### src/rtl/udp_tx_sched.sv
// Round-robin scheduler granting the UDP send interface to one of two RTP packet sources.
// Optional macro UDP_TX_SCHED_TIMEOUT_EN adds a ready timeout while waiting in START.
module udp_tx_sched #(
    parameter int unsigned MAX_LEN       = 1472,
    parameter int unsigned GAP_CYCLES    = 12,
    parameter int unsigned READY_TIMEOUT = 4096
) (
    input  logic        clk,
    input  logic        rst,
    input  logic [1:0]  src_req,
    input  logic [15:0] src_len0,
    input  logic [15:0] src_len1,
    input  logic [7:0]  src_data0,
    input  logic [7:0]  src_data1,
    output logic [1:0]  src_rd,
    output logic [1:0]  src_done,
    output logic [1:0]  src_err,
    output logic        udp_send_data_valid,
    input  logic        udp_send_data_ready,
    output logic [15:0] udp_send_data_length,
    input  logic        udp_tx_req,
    output logic [7:0]  udp_tx_data,
    output logic [1:0]  grant
);

    localparam int unsigned GW = (GAP_CYCLES > 1) ? $clog2(GAP_CYCLES) : 1;

    typedef enum logic [2:0] {
        S_IDLE,
        S_CHECK,
        S_START,
        S_STREAM,
        S_GAP
    } state_t;

    state_t        state_q, state_d;
    logic [1:0]    grant_q, grant_d;
    logic          last_grant_q, last_grant_d;
    logic [15:0]   len_q, len_d;
    logic [15:0]   byte_cnt_q, byte_cnt_d;
    logic [GW-1:0] gap_cnt_q, gap_cnt_d;
    logic          owner;
    logic          winner;
    logic          end_pkt;

`ifdef UDP_TX_SCHED_TIMEOUT_EN
    localparam int unsigned TW = (READY_TIMEOUT > 1) ? $clog2(READY_TIMEOUT) : 1;
    logic [TW-1:0] to_cnt_q, to_cnt_d;
`else
    logic ready_timeout_unused;
    assign ready_timeout_unused = (READY_TIMEOUT == 0);
`endif

    assign owner                = grant_q[1];
    assign grant                = grant_q;
    assign udp_send_data_length = len_q;

    always_ff @(posedge clk) begin
        if (rst) begin
            state_q      <= S_IDLE;
            grant_q      <= '0;
            last_grant_q <= 1'b1;
            len_q        <= '0;
            byte_cnt_q   <= '0;
            gap_cnt_q    <= '0;
`ifdef UDP_TX_SCHED_TIMEOUT_EN
            to_cnt_q     <= '0;
`endif
        end else begin
            state_q      <= state_d;
            grant_q      <= grant_d;
            last_grant_q <= last_grant_d;
            len_q        <= len_d;
            byte_cnt_q   <= byte_cnt_d;
            gap_cnt_q    <= gap_cnt_d;
`ifdef UDP_TX_SCHED_TIMEOUT_EN
            to_cnt_q     <= to_cnt_d;
`endif
        end
    end

    always_comb begin
        state_d             = state_q;
        grant_d             = grant_q;
        last_grant_d        = last_grant_q;
        len_d               = len_q;
        byte_cnt_d          = byte_cnt_q;
        gap_cnt_d           = gap_cnt_q;
        winner              = 1'b0;
        end_pkt             = 1'b0;
        src_rd              = '0;
        src_done            = '0;
        src_err             = '0;
        udp_send_data_valid = 1'b0;
        udp_tx_data         = '0;
`ifdef UDP_TX_SCHED_TIMEOUT_EN
        to_cnt_d            = to_cnt_q;
`endif

        case (state_q)
            S_IDLE: begin
                if (|src_req) begin
                    // on a tie the source that did not go last wins
                    winner     = (src_req == 2'b11) ? ~last_grant_q : src_req[1];
                    grant_d    = winner ? 2'b10 : 2'b01;
                    len_d      = winner ? src_len1 : src_len0;
                    byte_cnt_d = '0;
                    state_d    = S_CHECK;
                end
            end

            S_CHECK: begin
                if (len_q == '0 || 32'(len_q) > MAX_LEN) begin
                    src_done[owner] = 1'b1;
                    src_err[owner]  = 1'b1;
                    end_pkt         = 1'b1;
                end else begin
                    state_d = S_START;
`ifdef UDP_TX_SCHED_TIMEOUT_EN
                    to_cnt_d = '0;
`endif
                end
            end

            S_START: begin
                udp_send_data_valid = 1'b1;
                if (udp_send_data_ready) begin
                    state_d = S_STREAM;
                end
`ifdef UDP_TX_SCHED_TIMEOUT_EN
                else if (to_cnt_q == TW'(READY_TIMEOUT - 1)) begin
                    src_done[owner] = 1'b1;
                    src_err[owner]  = 1'b1;
                    end_pkt         = 1'b1;
                end else begin
                    to_cnt_d = to_cnt_q + 1'b1;
                end
`endif
            end

            S_STREAM: begin
                udp_tx_data   = owner ? src_data1 : src_data0;
                src_rd[owner] = udp_tx_req;
                if (udp_tx_req) begin
                    byte_cnt_d = byte_cnt_q + 16'd1;
                    if (byte_cnt_q == len_q - 16'd1) begin
                        src_done[owner] = 1'b1;
                        end_pkt         = 1'b1;
                    end
                end
            end

            S_GAP: begin
                if (gap_cnt_q == GW'(GAP_CYCLES - 1)) begin
                    state_d = S_IDLE;
                    grant_d = '0;
                end else begin
                    gap_cnt_d = gap_cnt_q + 1'b1;
                end
            end

            default: begin
                state_d = S_IDLE;
                grant_d = '0;
            end
        endcase

        // sent, dropped and timed-out packets all share the same exit path
        if (end_pkt) begin
            last_grant_d = owner;
            gap_cnt_d    = '0;
            if (GAP_CYCLES == 0) begin
                state_d = S_IDLE;
                grant_d = '0;
            end else begin
                state_d = S_GAP;
            end
        end
    end

endmodule

### config.mk
export PLATFORM = sky130hd
export DESIGN_NAME = udp_tx_sched
export DESIGN_NICKNAME = d
export VERILOG_FILES = /design/src/rtl/udp_tx_sched.sv
export SDC_FILE = /design/constraint.sdc
export NUM_CORES = 1
export LEC_CHECK = 0
export ABC_CLOCK_PERIOD_IN_PS = 7700
export BUFFER_PORTS_ARGS = -buffer_cell sky130_fd_sc_hd__buf_2
export CAP_MARGIN = 10
export CORE_MARGIN = 3
export CORE_UTILIZATION = 50
export DETAILED_ROUTE_END_ITERATION = 6
export HOLD_SLACK_MARGIN = 0.12
export PLACE_DENSITY = 0.8
export SYNTH_ARGS = -nofsm -noshare
export SYNTH_HDL_FRONTEND = slang
export SYNTH_SLANG_ARGS = --single-unit
### constraint.sdc
create_clock -name clk -period 7.7 [get_ports clk]
set_clock_uncertainty 0.1 [all_clocks]
set_input_delay 0.77 -clock clk [delete_from_list [all_inputs] [get_ports clk]]
set_output_delay 0.77 -clock clk [all_outputs]
set_load 0.02 [all_outputs]
Yosys cells after proc, flatten, opt, wreduce, memory -nomap -nowiden
Index checks and enable logic that the tools add are counted.

word-level totals
  output and inout bits = 33
  logic and storage cells = 79
  bits of input ports = 54
  register bits after elaboration = 42

operators by class
  equality and inequality tests = 17
  muxes and demuxes = 30
  reduce and logical (&&, ||, !) cells = 14
  $lt $le $gt $ge = 3
  add/sub/neg operators = 3
  bitwise logic cells = 5

operator list
  cell                                                                    count
  16-bit 2-to-1 mux                                                       3
  16-bit one-hot mux with 2 select lines                                  1
  16-bit by 1-bit adder with 16-bit output, second input constant         1
  16-bit equality test                                                    1
  16-bit by 11-bit > comparator with 1-bit output, second input constant  1
  16-bit zero test                                                        1
  2-bit 2-to-1 mux                                                        8
  8-bit 2-to-1 mux                                                        2
  16-bit by 1-bit subtractor with 16-bit output, second input constant    1
  3-bit 2-to-1 mux                                                        5
  3-bit one-hot mux with 5 select lines                                   1
  2-bit != test, second input constant                                    6
  3-bit != test, second input constant                                    4
  5-bit AND reduction                                                     2
  3-bit by 2-bit equality test with 1-bit output, second input constant   2
  1-bit 2-to-1 mux                                                        6
  2-bit one-hot mux with 3 select lines                                   1
  3-bit AND reduction                                                     2
  4-bit by 1-bit adder with 4-bit output, second input constant           1
  4-bit equality test, second input constant                              1
  1-bit NOT                                                               4
  2-bit one-hot mux with 2 select lines                                   1
  2-bit AND reduction                                                     2
  2-bit OR reduction                                                      2
  other kinds (13)                                                        13

Logic depth before layout (Yosys ltp)
  depth after elaboration = 7
  gate-level depth with buffers = 10
  depth with buffers taken out = 9

Worst setup path before layout
OpenSTA, ideal clock, no wires.

  path kind = flip-flop to output port
  start = register len_q[0] (netlist: udp_send_data_length[0])
  end = output port src_done[1]
  data required time = 6830 ps
  setup slack = 3800 ps
  path buffers = 1
  arrival time = 3030 ps
  cell stages (with the launch flop) = 11
  cell sequence = dfxtp_1 > inv_1 > ha_1 > or4b_4 > buf_6 > or4_4 > or3_1 > a211o_1 > a2bb2oi_2 > a21oi_2 > nor2b_1

on the way
  longest elaborated chain between the ends = 5
  elaborated cells on any way between the ends = 9
  those cells by class = add/sub (1); order compare (1); eq/ne (1); mux (4); reduce/logical (2)

RTL lines
  what                                           RTL line  source
  start: declaration                             39        logic [15:0] len_q, len_d;
  start signal: assignment                       73        len_q <= len_d;
  16-bit by 1-bit subtractor with 16-bit output  146       if (byte_cnt_q == len_q - 16'd1) begin
  16-bit equality test                           146
  2-bit 2-to-1 mux                               146
  2-bit 2-to-1 mux                               144       if (udp_tx_req) begin
  2-bit one-hot mux with 2 select lines *        100       case (state_q)
  end: declaration                               16        output logic [1:0] src_done,

Every way passes the cells marked *; elsewhere a longest branch is shown, timed or not.

Worst setup path after layout
Same ends and word-level chain as after synthesis.

==> metrics.yaml <==
routing:
  detail_route.drc_violations: 0
  ant_nets: 0
  routedWlPerCell_um: 13.8
  via_count: 2578
  initialDrtViolationCount: 170
  detail_route.vias_per_cell: 5.54
  routed_wirelength_mm: 6.40
  drtPass1Iterations: 4
timing:
  final-max-slew-violation-count: 0
  finalCriticalPeriod_ns: 4.17
  fmaxAchievable_mhz: 240
  totalNegativeSetupSlack_ns: 0
  slew_headroom: 0.509
  tightest_slew_ns: 0.727
  hold_violations: 0
  timing.final.crit_share: 0.542
  rsz0062_at_grt: "false"
  setup-violations-final: 0
synthesis:
  syn-mean-instance-area_um2: 8.05
  synth_top_area_frac: 0.318
  synth_edf_count: 0
  cell_type_contributing_the_most_total_cell_area_after_synthesis: "dfxtp_1"
  synth_fp_nets: 385
  yosys_warnings: 0
  post_synth_instance_area_um2: 2640
  synth_ff_type: "dfxtp_1"
  synth-async-reset-ratio: 0
  netlist-cell-type-count: 50
  synth-seq-cells: 42
  synth.area.top_cells: "dfxtp_1, mux2i_1, nor2_1, xor2_1, a211oi_1"
  netlist_instances: 328
  synth_seq_area_share: 0.318
floorplanning:
  io_pins: 87
  die_area_um2: 6190
  initial_core_util: 0.538
  core_area_um2: 4910
  die_h_um: 78.7
  placement_rows: 25
  fp.dieW_um: 78.7
clock_tree:
  depth_of_the_cts_h_tree: 2
  cts_max_path_buffers: 2
  cts_tree: "done"
  cts-resized-gates: 0
  tritoncts_num_sinks: 42
  clk_transition_reported_paths_ns: 0.07
  clock_tree.root_cell: "clkbuf_8"
  numCtsBuffers: 5
  post_cts_buffers: 0
  clkLatencyLatePin_ns: 0.29
  cts_hold_buffers: 0
setup_path:
  crit_slowest_cell: "or4_4"
  worst_path_bufs_invs: 2
  reg_to_reg_setup_timing_slack_ns: 4.60
  timing.critical_path.max_delay_family: "simple AND/OR/NAND/NOR gates"
  cp_max_fo: 6
  r2r-start: "udp_send_data_length[0]"
  reg2reg_to: "state_q[0]"
  critical_path_required_ns: 6.83
  timing.setup.critical_path_class: "flop to output port"
  path_cells: "inv_1, ha_1, or4b_4, or4_4, or3_1, a211o_1, a2bb2oi_2, a21oi_2, nor2b_1, buf_2"
  cp_data_arrival_time_ns: 3.30
  worst_path_largest_cell_delay_ns: 0.58
  crit_path_end_kind: "output port"
  worst_setup_path_start_kind: "flop"
  ff2ff_path_depth: 9
placement:
  hpwl_mm: 4.96
  post_dp_cell_area_um2: 3070
  portBuffers: 86
  gp_routability_congestion: 0.879
grt:
  grt_pass1_vias: 2417
  grt_antenna_before_repair: 0
  grt_max_degree: 41
  global_route_total_usage_across_every_layer: 0.212
  grt_first_pass_wirelength_mm: 10.7
  globalRouteOverflowTotal: 0
layout:
  fillerInstances: 453
  n_antenna_cell: 0
  final_design_area_no_fill_um2: 3150
  nNetsFinal: 455
  area_growth_syn_to_layout_pct: 19.1
  layout_cells_sized_above_1: 0.261
pwr:
  ir_worst_vdd_v: 0.000181
  static-leakage-power_nw: 1.36
  cellPowerDensity_nw_per_um2: 318
hold_path:
  hold_path_end: "grant[0]"
  hold_class: "flop to flop"
  holdCritStartpoint: "grant[0]"
  hold-path-cell-count: 2
job:
  maxCapViolCount: 0
status:
  run_status: "finished clean"
## cells by family (layout without fill, tap and decap cells)
group	after synthesis	after routing	share of synthesized area
compound gates	60	60	0.154
xor+xnor	35	35	0.116
fa+ha+maj	3	3	0.0142
buf+inv	31	101	0.0502
flops	42	42	0.318
mux	26	26	0.0985
simple gates	131	131	0.248
## per-layer routing
metal,track usage,part of all wire,up-vias
met2,0.357,0.48,88
met3,0.0505,0.066,12
li1,-,-,1298
met4,0.0734,0.019,0
met1,0.264,0.44,1180
met5,0,0,-
## stage by stage
| step | power (mW) | utilization | setup WS (ns) | cells | hold WS (ns) |
|---|---|---|---|---|---|
| 3_3_place_gp | 0.860 | 0.625 | 3.92 | 458 | 0.366 |
| 5_1_grt | 1.08 | 0.641 | 3.41 | 465 | 0.439 |
| 6_report | 1.00 | 0.641 | 3.53 | 465 | 0.385 |
| 4_1_cts | 1.00 | 0.641 | 3.53 | 465 | 0.395 |
| 2_1_floorplan | 0.750 | - | 3.80 | 328 | 0.382 |
| 3_5_place_dp | 0.871 | 0.625 | 3.85 | 458 | 0.377 |
## layout by cell type (no fill, tap or decap), types with 2 or more instances in the layout
cell type / Yosys / routed
and3_1: 5 / 5
buf_2: 1 / 86
nand2b_1: 2 / 2
o21ai_0: 11 / 11
clkbuf_8: 0 / 5
nor2b_1: 2 / 2
nand4b_1: 2 / 2
nor4_1: 4 / 3
nand2_1: 11 / 11
xnor2_1: 14 / 14
and4b_1: 2 / 2
and2_1: 2 / 2
nand3b_1: 2 / 2
inv_1: 6 / 6
a31oi_1: 2 / 2
nor4b_1: 2 / 2
o2111ai_1: 2 / 2
nand3_1: 9 / 9
or3_1: 4 / 4
nor3_1: 10 / 10
clkbuf_1: 18 / 2
o211ai_1: 2 / 2
a21oi_1: 13 / 13
buf_4: 0 / 2
xor2_1: 21 / 21
or2_2: 3 / 3
a211oi_1: 18 / 18
dfxtp_1: 42 / 42
a22oi_1: 2 / 2
mux2i_1: 26 / 26
nor2_1: 63 / 63
ha_1: 3 / 3
## worst max path at each step
| stage | depth (start not counted) | start | slack, ns | to |
|---|---|---|---|---|
| finish | 10 | udp_send_data_length[0] | 3.53 | src_done[1] |
| global route | 10 | udp_send_data_length[0] | 3.41 | src_done[1] |
| CTS | 10 | udp_send_data_length[0] | 3.53 | src_done[1] |
| detailed placement | 10 | udp_send_data_length[0] | 3.85 | src_done[1] |
| global placement | 10 | udp_send_data_length[0] | 3.92 | src_done[1] |
| floorplan | 10 | udp_send_data_length[0] | 3.80 | src_done[1] |
## where the power goes
| part | switching (mW) | internal (mW) |
|---|---|---|
| registers | 0.0887 | 0.264 |
| clock network | 0.0688 | 0.0624 |
| logic | 0.300 | 0.216 |
## sequential cells by signal (all words and copies together), names as in the netlist
signal	count
grant	2
gap_cnt_q	4
state_q	3
last_grant_q	1
byte_cnt_q	16
udp_send_data_length	16
## Yosys cell counts (2+ instances only)
cell / n
ha_1: 3
a211oi_1: 18
nand3_1: 9
and4b_1: 2
nor4_1: 4
buf_6: 2
a22oi_1: 2
nand2b_1: 2
or3_1: 4
o211ai_1: 2
nor2b_1: 2
mux2i_1: 26
buf_1: 4
a21oi_1: 13
inv_1: 6
nor2_1: 63
nand2_1: 11
and3_1: 5
nor4b_1: 2
nor3_1: 10
xor2_1: 21
clkbuf_1: 18
nand3b_1: 2
nand4b_1: 2
dfxtp_1: 42
a31oi_1: 2
o21ai_0: 11
o2111ai_1: 2
or2_2: 3
xnor2_1: 14
and2_1: 2
## final cells by class
type | count | area [µm²] | area share
clock buffer | 7 | 76.3 | 0.0243
multi-input combinational | 255 | 1680 | 0.533
sequential | 42 | 841 | 0.267
timing repair buffer | 88 | 445 | 0.142
inverter | 6 | 22.5 | 0.00716
tap | 67 | 83.8 | 0.0266
## worst reg2reg max path: stages (launching register included)
cell and delay [ns]:
dfxtp_1 0.36, inv_1 0.07, ha_1 0.25, or4b_4 0.54, or4_4 0.58, or3_1 0.34
a211o_1 0.31, a2bb2oi_2 0.17, a211o_2 0.21, nor3_1 0.06
Note: power is estimated with default switching activity, not from simulation.
